## src/rtl/uart_rx_frame_ctrl_if.sv

```systemverilog
// Byte-strobe input and committed-frame output stream of the UART frame controller.
// The slave modport is the controller; the master modport is the uart_rx/consumer side.
interface uart_rx_frame_ctrl_if;
    logic [7:0] rx_msg;
    logic       rx_parity;
    logic       rx_complete;
    logic [7:0] out_data;
    logic       out_last;
    logic       out_valid;
    logic       out_ready;
    logic       frame_done;
    logic       frame_err;
    logic [1:0] err_code;

    modport slave (
        input  rx_msg, rx_parity, rx_complete, out_ready,
        output out_data, out_last, out_valid, frame_done, frame_err, err_code
    );

    modport master (
        output rx_msg, rx_parity, rx_complete, out_ready,
        input  out_data, out_last, out_valid, frame_done, frame_err, err_code
    );
endinterface

```

## src/rtl/uart_rx_frame_ctrl.sv

```systemverilog
// SOF/EOF frame assembler behind uart_rx: payload is staged in a commit/rollback FIFO
// and only becomes visible to the consumer once its frame ends cleanly at EOF.
module uart_rx_frame_ctrl #(
    parameter int unsigned DEPTH   = 16,
    parameter int unsigned MAX_LEN = 8,
    parameter logic [7:0]  SOF     = 8'h23,
    parameter logic [7:0]  EOF     = 8'h0A,
    parameter logic [7:0]  PERR    = 8'h3F,
    parameter int unsigned TIMEOUT = 4000
) (
    input  logic                 clk_3125,
    input  logic                 rst,
    uart_rx_frame_ctrl_if.slave  bus
);
    localparam int unsigned AW = $clog2(DEPTH);
    localparam int unsigned PW = AW + 1;
    localparam int unsigned TW = $clog2(TIMEOUT + 1);
    localparam int unsigned LW = $clog2(MAX_LEN + 1);

    typedef enum logic [1:0] {HUNT, BODY, DISCARD} state_t;

    state_t        r_state;
    logic [PW-1:0] r_rd_ptr;
    logic [PW-1:0] r_wr_ptr;
    logic [PW-1:0] r_wr_tmp;
    logic [LW-1:0] r_len;
    logic [TW-1:0] r_timer;
    logic          r_frame_done;
    logic          r_frame_err;
    logic [1:0]    r_err_code;
    logic [8:0]    r_mem [DEPTH];

    state_t        w_state_n;
    logic [PW-1:0] w_wr_ptr_n;
    logic [PW-1:0] w_wr_tmp_n;
    logic [LW-1:0] w_len_n;
    logic [TW-1:0] w_timer_n;
    logic          w_we;
    logic [8:0]    w_wdata;
    logic          w_done_n;
    logic          w_abort;
    logic [1:0]    w_abort_code;
    logic          w_full;
    logic          w_valid;
    logic          w_pop;
    logic          w_strobe;
    logic [7:0]    w_b;

    // Occupancy counts tentative entries too, so an in-flight frame can't overwrite committed data.
    assign w_full   = (r_wr_tmp - r_rd_ptr) == PW'(DEPTH);
    assign w_valid  = (r_rd_ptr != r_wr_ptr);
    assign w_pop    = w_valid & bus.out_ready;
    assign w_strobe = bus.rx_complete;
    assign w_b      = bus.rx_msg;

    assign bus.out_valid  = w_valid;
    assign bus.out_data   = r_mem[r_rd_ptr[AW-1:0]][7:0];
    assign bus.out_last   = r_mem[r_rd_ptr[AW-1:0]][8];
    assign bus.frame_done = r_frame_done;
    assign bus.frame_err  = r_frame_err;
    assign bus.err_code   = r_err_code;

    always_comb begin
        w_state_n    = r_state;
        w_wr_ptr_n   = r_wr_ptr;
        w_wr_tmp_n   = r_wr_tmp;
        w_len_n      = r_len;
        w_timer_n    = r_timer;
        w_we         = 1'b0;
        w_wdata      = {1'b0, w_b};
        w_done_n     = 1'b0;
        w_abort      = 1'b0;
        w_abort_code = r_err_code;
        case (r_state)
            HUNT: begin
                if (w_strobe && w_b == SOF) begin
                    w_state_n = BODY;
                    w_len_n   = '0;
                    w_timer_n = '0;
                end
            end
            BODY: begin
                if (w_strobe) begin
                    w_timer_n = '0;
                    if (w_b == PERR) begin
                        w_abort      = 1'b1;
                        w_abort_code = 2'd0;
                        w_state_n    = DISCARD;
                    end else if (w_b == SOF) begin
                        w_abort      = 1'b1;
                        w_abort_code = 2'd3;
                        w_len_n      = '0;
                    end else if (w_b == EOF) begin
                        w_state_n = HUNT;
                        if (w_full) begin
                            w_abort      = 1'b1;
                            w_abort_code = 2'd2;
                        end else begin
                            w_we       = 1'b1;
                            w_wdata    = {1'b1, EOF};
                            w_wr_tmp_n = r_wr_tmp + PW'(1);
                            w_wr_ptr_n = r_wr_tmp + PW'(1);
                            w_done_n   = 1'b1;
                        end
                    end else if (r_len == LW'(MAX_LEN)) begin
                        w_abort      = 1'b1;
                        w_abort_code = 2'd1;
                        w_state_n    = DISCARD;
                    end else if (w_full) begin
                        w_abort      = 1'b1;
                        w_abort_code = 2'd2;
                        w_state_n    = DISCARD;
                    end else begin
                        w_we       = 1'b1;
                        w_wr_tmp_n = r_wr_tmp + PW'(1);
                        w_len_n    = r_len + LW'(1);
                    end
                end else if (r_timer == TW'(TIMEOUT - 1)) begin
                    w_abort      = 1'b1;
                    w_abort_code = 2'd3;
                    w_state_n    = HUNT;
                    w_timer_n    = '0;
                end else begin
                    w_timer_n = r_timer + TW'(1);
                end
            end
            DISCARD: begin
                if (w_strobe && w_b == EOF) begin
                    w_state_n = HUNT;
                end else if (w_strobe && w_b == SOF) begin
                    w_state_n = BODY;
                    w_len_n   = '0;
                    w_timer_n = '0;
                end
            end
            default: w_state_n = HUNT;
        endcase
        // Rollback drops only tentative entries; rd/wr pointers of committed data are untouched.
        if (w_abort) begin
            w_wr_tmp_n = r_wr_ptr;
        end
    end

    always_ff @(posedge clk_3125) begin
        if (rst) begin
            r_state      <= HUNT;
            r_rd_ptr     <= '0;
            r_wr_ptr     <= '0;
            r_wr_tmp     <= '0;
            r_len        <= '0;
            r_timer      <= '0;
            r_frame_done <= 1'b0;
            r_frame_err  <= 1'b0;
            r_err_code   <= '0;
            for (int unsigned i = 0; i < DEPTH; i++) begin
                r_mem[i] <= '0;
            end
        end else begin
            r_state      <= w_state_n;
            r_wr_ptr     <= w_wr_ptr_n;
            r_wr_tmp     <= w_wr_tmp_n;
            r_len        <= w_len_n;
            r_timer      <= w_timer_n;
            r_frame_done <= w_done_n;
            r_frame_err  <= w_abort;
            if (w_abort) begin
                r_err_code <= w_abort_code;
            end
            if (w_we) begin
                r_mem[r_wr_tmp[AW-1:0]] <= w_wdata;
            end
            if (w_pop) begin
                r_rd_ptr <= r_rd_ptr + PW'(1);
            end
        end
    end
endmodule
```

## src/flat_wrapper.sv

```systemverilog
// flat-port wrapper written by rule: the top's interface ports become plain ports
module uart_rx_frame_ctrl_flat 
#(
    parameter int unsigned DEPTH   = 16,
    parameter int unsigned MAX_LEN = 8,
    parameter logic [7:0]  SOF     = 8'h23,
    parameter logic [7:0]  EOF     = 8'h0A,
    parameter logic [7:0]  PERR    = 8'h3F,
    parameter int unsigned TIMEOUT = 4000
)
  (clk_3125, rst, bus_rx_msg, bus_rx_parity, bus_rx_complete, bus_out_ready, bus_out_data, bus_out_last, bus_out_valid, bus_frame_done, bus_frame_err, bus_err_code);
  uart_rx_frame_ctrl_if bus_i ();
  input  logic clk_3125;
  input  logic rst;
  input wire logic [$bits(bus_i.rx_msg)-1:0] bus_rx_msg;
  input wire logic [$bits(bus_i.rx_parity)-1:0] bus_rx_parity;
  input wire logic [$bits(bus_i.rx_complete)-1:0] bus_rx_complete;
  input wire logic [$bits(bus_i.out_ready)-1:0] bus_out_ready;
  output wire logic [$bits(bus_i.out_data)-1:0] bus_out_data;
  output wire logic [$bits(bus_i.out_last)-1:0] bus_out_last;
  output wire logic [$bits(bus_i.out_valid)-1:0] bus_out_valid;
  output wire logic [$bits(bus_i.frame_done)-1:0] bus_frame_done;
  output wire logic [$bits(bus_i.frame_err)-1:0] bus_frame_err;
  output wire logic [$bits(bus_i.err_code)-1:0] bus_err_code;
  assign bus_i.rx_msg = bus_rx_msg;
  assign bus_i.rx_parity = bus_rx_parity;
  assign bus_i.rx_complete = bus_rx_complete;
  assign bus_i.out_ready = bus_out_ready;
  assign bus_out_data = bus_i.out_data;
  assign bus_out_last = bus_i.out_last;
  assign bus_out_valid = bus_i.out_valid;
  assign bus_frame_done = bus_i.frame_done;
  assign bus_frame_err = bus_i.frame_err;
  assign bus_err_code = bus_i.err_code;
  uart_rx_frame_ctrl #(.DEPTH(DEPTH), .MAX_LEN(MAX_LEN), .SOF(SOF), .EOF(EOF), .PERR(PERR), .TIMEOUT(TIMEOUT)) u_core (.clk_3125(clk_3125), .rst(rst), .bus(bus_i));
endmodule
```

## config.mk

```make
export PLATFORM = sky130hd
export DESIGN_NAME = uart_rx_frame_ctrl_flat
export DESIGN_NICKNAME = d
export VERILOG_FILES = /design/src/rtl/uart_rx_frame_ctrl_if.sv /design/src/rtl/uart_rx_frame_ctrl.sv /design/src/flat_wrapper.sv
export SDC_FILE = /design/constraint.sdc
export NUM_CORES = 1
export LEC_CHECK = 0
export ABC_AREA = 0
export CORE_MARGIN = 2
export CORE_UTILIZATION = 30
export DETAILED_ROUTE_END_ITERATION = 7
export SLEW_MARGIN = 0
export SYNTH_ARGS = -nofsm -noshare
export SYNTH_HDL_FRONTEND = slang
export SYNTH_SLANG_ARGS = --single-unit
```

## constraint.sdc

```tcl
create_clock -name clk_3125 -period 6.1 [get_ports clk_3125]
set_input_delay 1.22 -clock clk_3125 [delete_from_list [all_inputs] [get_ports clk_3125]]
set_output_delay 1.22 -clock clk_3125 [all_outputs]
set_load 0.005 [all_outputs]
```

==> results_dict.tcl <==
set metrics [dict create \
    combPwrFrac 0.037 \
    grt_first_pass_wirelength_mm 34.56 \
    grt_max_degree 131 \
    htree_num_levels 4 \
    p_sw_uw 594.7 \
    drt_first_iter_violations 598 \
    min_path_type "reg2reg" \
    grt_use_total 0.1395 \
    clk_pin_slew_worst_paths_ns 0.07 \
    critical_path_class "reg2out" \
    rsz0062_at_grt "no" \
    multi_input_area_mm2 0.003826 \
    relSlewSlack 0.1536 \
    coreArea_mm2 0.03059 \
    port_buffers 25 \
    netlist_area_mm2 0.009319 \
    period_minus_slack_ns 4.431 \
    outcome "completed" \
    cellLeakagePower_nw 3.498 \
    pwr-share-seq 0.537 \
    worst_slew_pin_slew_ns 1.268 \
    layout-drive-gt1-share 0.1829 \
    syn_inst 692 \
    hold_depth 2 \
    setup_tns_ns 0 \
    cts-buffers-inserted 17 \
    syn_to_final_growth_pct 12.41 \
    crit_path_end_kind "output pin" \
    slew_violations 0 \
    intPower_mw 1.997 \
    dr.pass1.iters 5 \
    r2r_cells 7 \
    nets 702 \
    cts_setup_buffers 0 \
    initial_utilization 0.3046 \
    viasPerCell 5.334 \
    cts_tree "built" \
    yosysTopAreaCellShare 0.4640 \
    crit_fanout 20 \
    hpwlAfterDp_mm 13.41 \
    drc_errors 0 \
    arrival_ns 3.21 \
    yosys_warnings 0 \
    start_kind "flop" \
    place.gp.congestion 0.7206 \
    yosysTopAreaCell "edfxtp_1" \
    power_mw 2.591 \
    fillers 3008 \
    cts_resized 0 \
    setup_viol 0 \
    fp.dieArea_mm2 0.03249 \
    clockRootBuffer "clkbuf_16" \
    cts.sinks 185 \
    routedWlPerCell_um 20.70 \
    ant_nets 0 \
    fin_util 0.3424 \
    vias 5787 \
    finalCritPeriodShare 0.7264 \
    synthTopCellsByCount "edfxtp_1, and4_1, clkbuf_1" \
    hold_viol 0 \
    synth_edf_count 144 \
    synth_fp_nets 717 \
    max_freq_mhz 225.7 \
    clk_latency_ns 0.44 \
    ys_seq_area_frac 0.5521 \
    gr-total-overflow 0 \
    cp.required_ns 4.88 \
    ys_types 62 \
    yosysMostFrequentCell "edfxtp_1" \
    fin_area_mm2 0.01048 \
    p_sw_frac 0.2295 \
    cts_max_path_buffers 2 \
    rows 64 \
    async_flop_share 0 \
    num_antenna_cells 0 \
    p_clk_frac 0.426 \
    synth_area_leaders "edfxtp_1, mux4_2, and4_1, dfxtp_1, clkbuf_1" \
    routed_wl_mm 22.46 \
    powerDensity_mw_per_mm2 247.4 \
    avgSynthCellArea_um2 13.47 \
    ys.flop_type "edfxtp_1" \
    ir_drop_uv 159.7 \
    seq_area_mm2 0.005147 \
    antenna_found_initial 0 \
    fin_skew_ns 0.01330 \
    ys_ff_latch 185 \
    io_pins 27 \
    dpl-instance-area_mm2 0.009892 \
    die_x_um 180.2 \
    cap_violations 0 \
    die_h_um 180.2 \
    first_global_vias 5777 \
    ctsHoldBuffers 0 \
]
## power by group through the flow
stage / registers (mW) / logic (mW) / clock network, mW
6_report: 1.39 / 0.0950 / 1.10
5_1_grt: 1.40 / 0.102 / 1.17
3_5_place_dp: 1.42 / 0.0960 / 0
2_1_floorplan: 1.42 / 0.0529 / 0
3_3_place_gp: 1.42 / 0.0948 / 0
4_1_cts: 1.39 / 0.0962 / 1.12
## layout by cell type (no fill, tap or decap), types with 4 or more instances in the layout
cell,count
edfxtp_1,144
and4_1,110
mux4_2,45
dfxtp_1,39
and2_1,31
nor2_1,27
clkdlybuf4s50_1,24
xnor2_1,21
nand3_1,17
clkbuf_16,17
nand2_1,14
and3_1,14
buf_4,14
inv_1,13
a31o_2,13
o21ai_0,12
ha_1,12
a21oi_1,9
nand4_1,9
nor2b_1,6
a31oi_1,5
clkinv_4,5
nor4_4,4
or2_2,4
nor3b_1,4
a211oi_1,4
nor4_1,4
## worst max-delay path, stage by stage (launching register included)
cell and delay (ns):
dfxtp_2 0.83, buf_4 0.36, mux4_2 0.59, mux4_2 0.51, clkdlybuf4s50_1 0.46
## metal layers
layer / part of all wire / vias up / GRT usage
li1: - / 2736 / -
met5: 0 / - / 0
met2: 0.49 / 135 / 0.2334
met1: 0.45 / 2893 / 0.1831
met3: 0.044 / 23 / 0.02526
met4: 0.017 / 0 / 0.04581
## logic make-up after synthesis
kind of cell / count (synthesis) / synth area share
AOI/OAI and AO/OA: 66 / 0.05022
DFF: 185 / 0.5521
and+or+nand+nor: 269 / 0.2086
adders and majority gates: 12 / 0.01611
buffers and inverters: 88 / 0.03813
xor gates and xnor gates: 23 / 0.02162
muxes: 49 / 0.1132
## final timing paths
kind,from,end,slack (ns)
max,flop,bus_out_data[1],1.67
min,u_core.bus.err_code[1],u_core.bus.err_code[1],0.45
max reg2reg,u_core.r_wr_tmp[3],u_core.r_mem[15][4],2.84
min reg2reg,u_core.bus.err_code[1],u_core.bus.err_code[1],0.45
## state kept, by name, summed over array words and instances (netlist names), named ones only
| register | flops |
|---|---|
| u_core.r_len | 4 |
| u_core.r_wr_ptr | 5 |
| u_core.bus.frame_done | 1 |
| u_core.r_rd_ptr | 5 |
| u_core.r_state | 2 |
| u_core.r_wr_tmp | 5 |
| u_core.bus.err_code | 2 |
| u_core.r_timer | 12 |
| u_core.bus.frame_err | 1 |
| u_core.r_mem | 144 |
## metrics by stage
step,setup WS [ns],hold WS (ns),std cells
3_3_place_gp,1.582,0.4511,1054
3_5_place_dp,1.521,0.4443,1054
6_report,1.669,0.4531,1085
4_1_cts,1.565,0.4572,1085
2_1_floorplan,2.801,0.4419,692
5_1_grt,1.467,0.4952,1085
## layout make-up
| type | instances | share of cell area |
|---|---|---|
| inverters | 14 | 0.005017 |
| repair buffers | 40 | 0.03536 |
| flip-flops and latches | 185 | 0.4914 |
| multi-input cells | 419 | 0.3653 |
| clock buffers | 17 | 0.04061 |
| clock inverters | 14 | 0.01505 |
| well taps | 396 | 0.04730 |
Note: power is estimated with default switching activity, not from simulation.
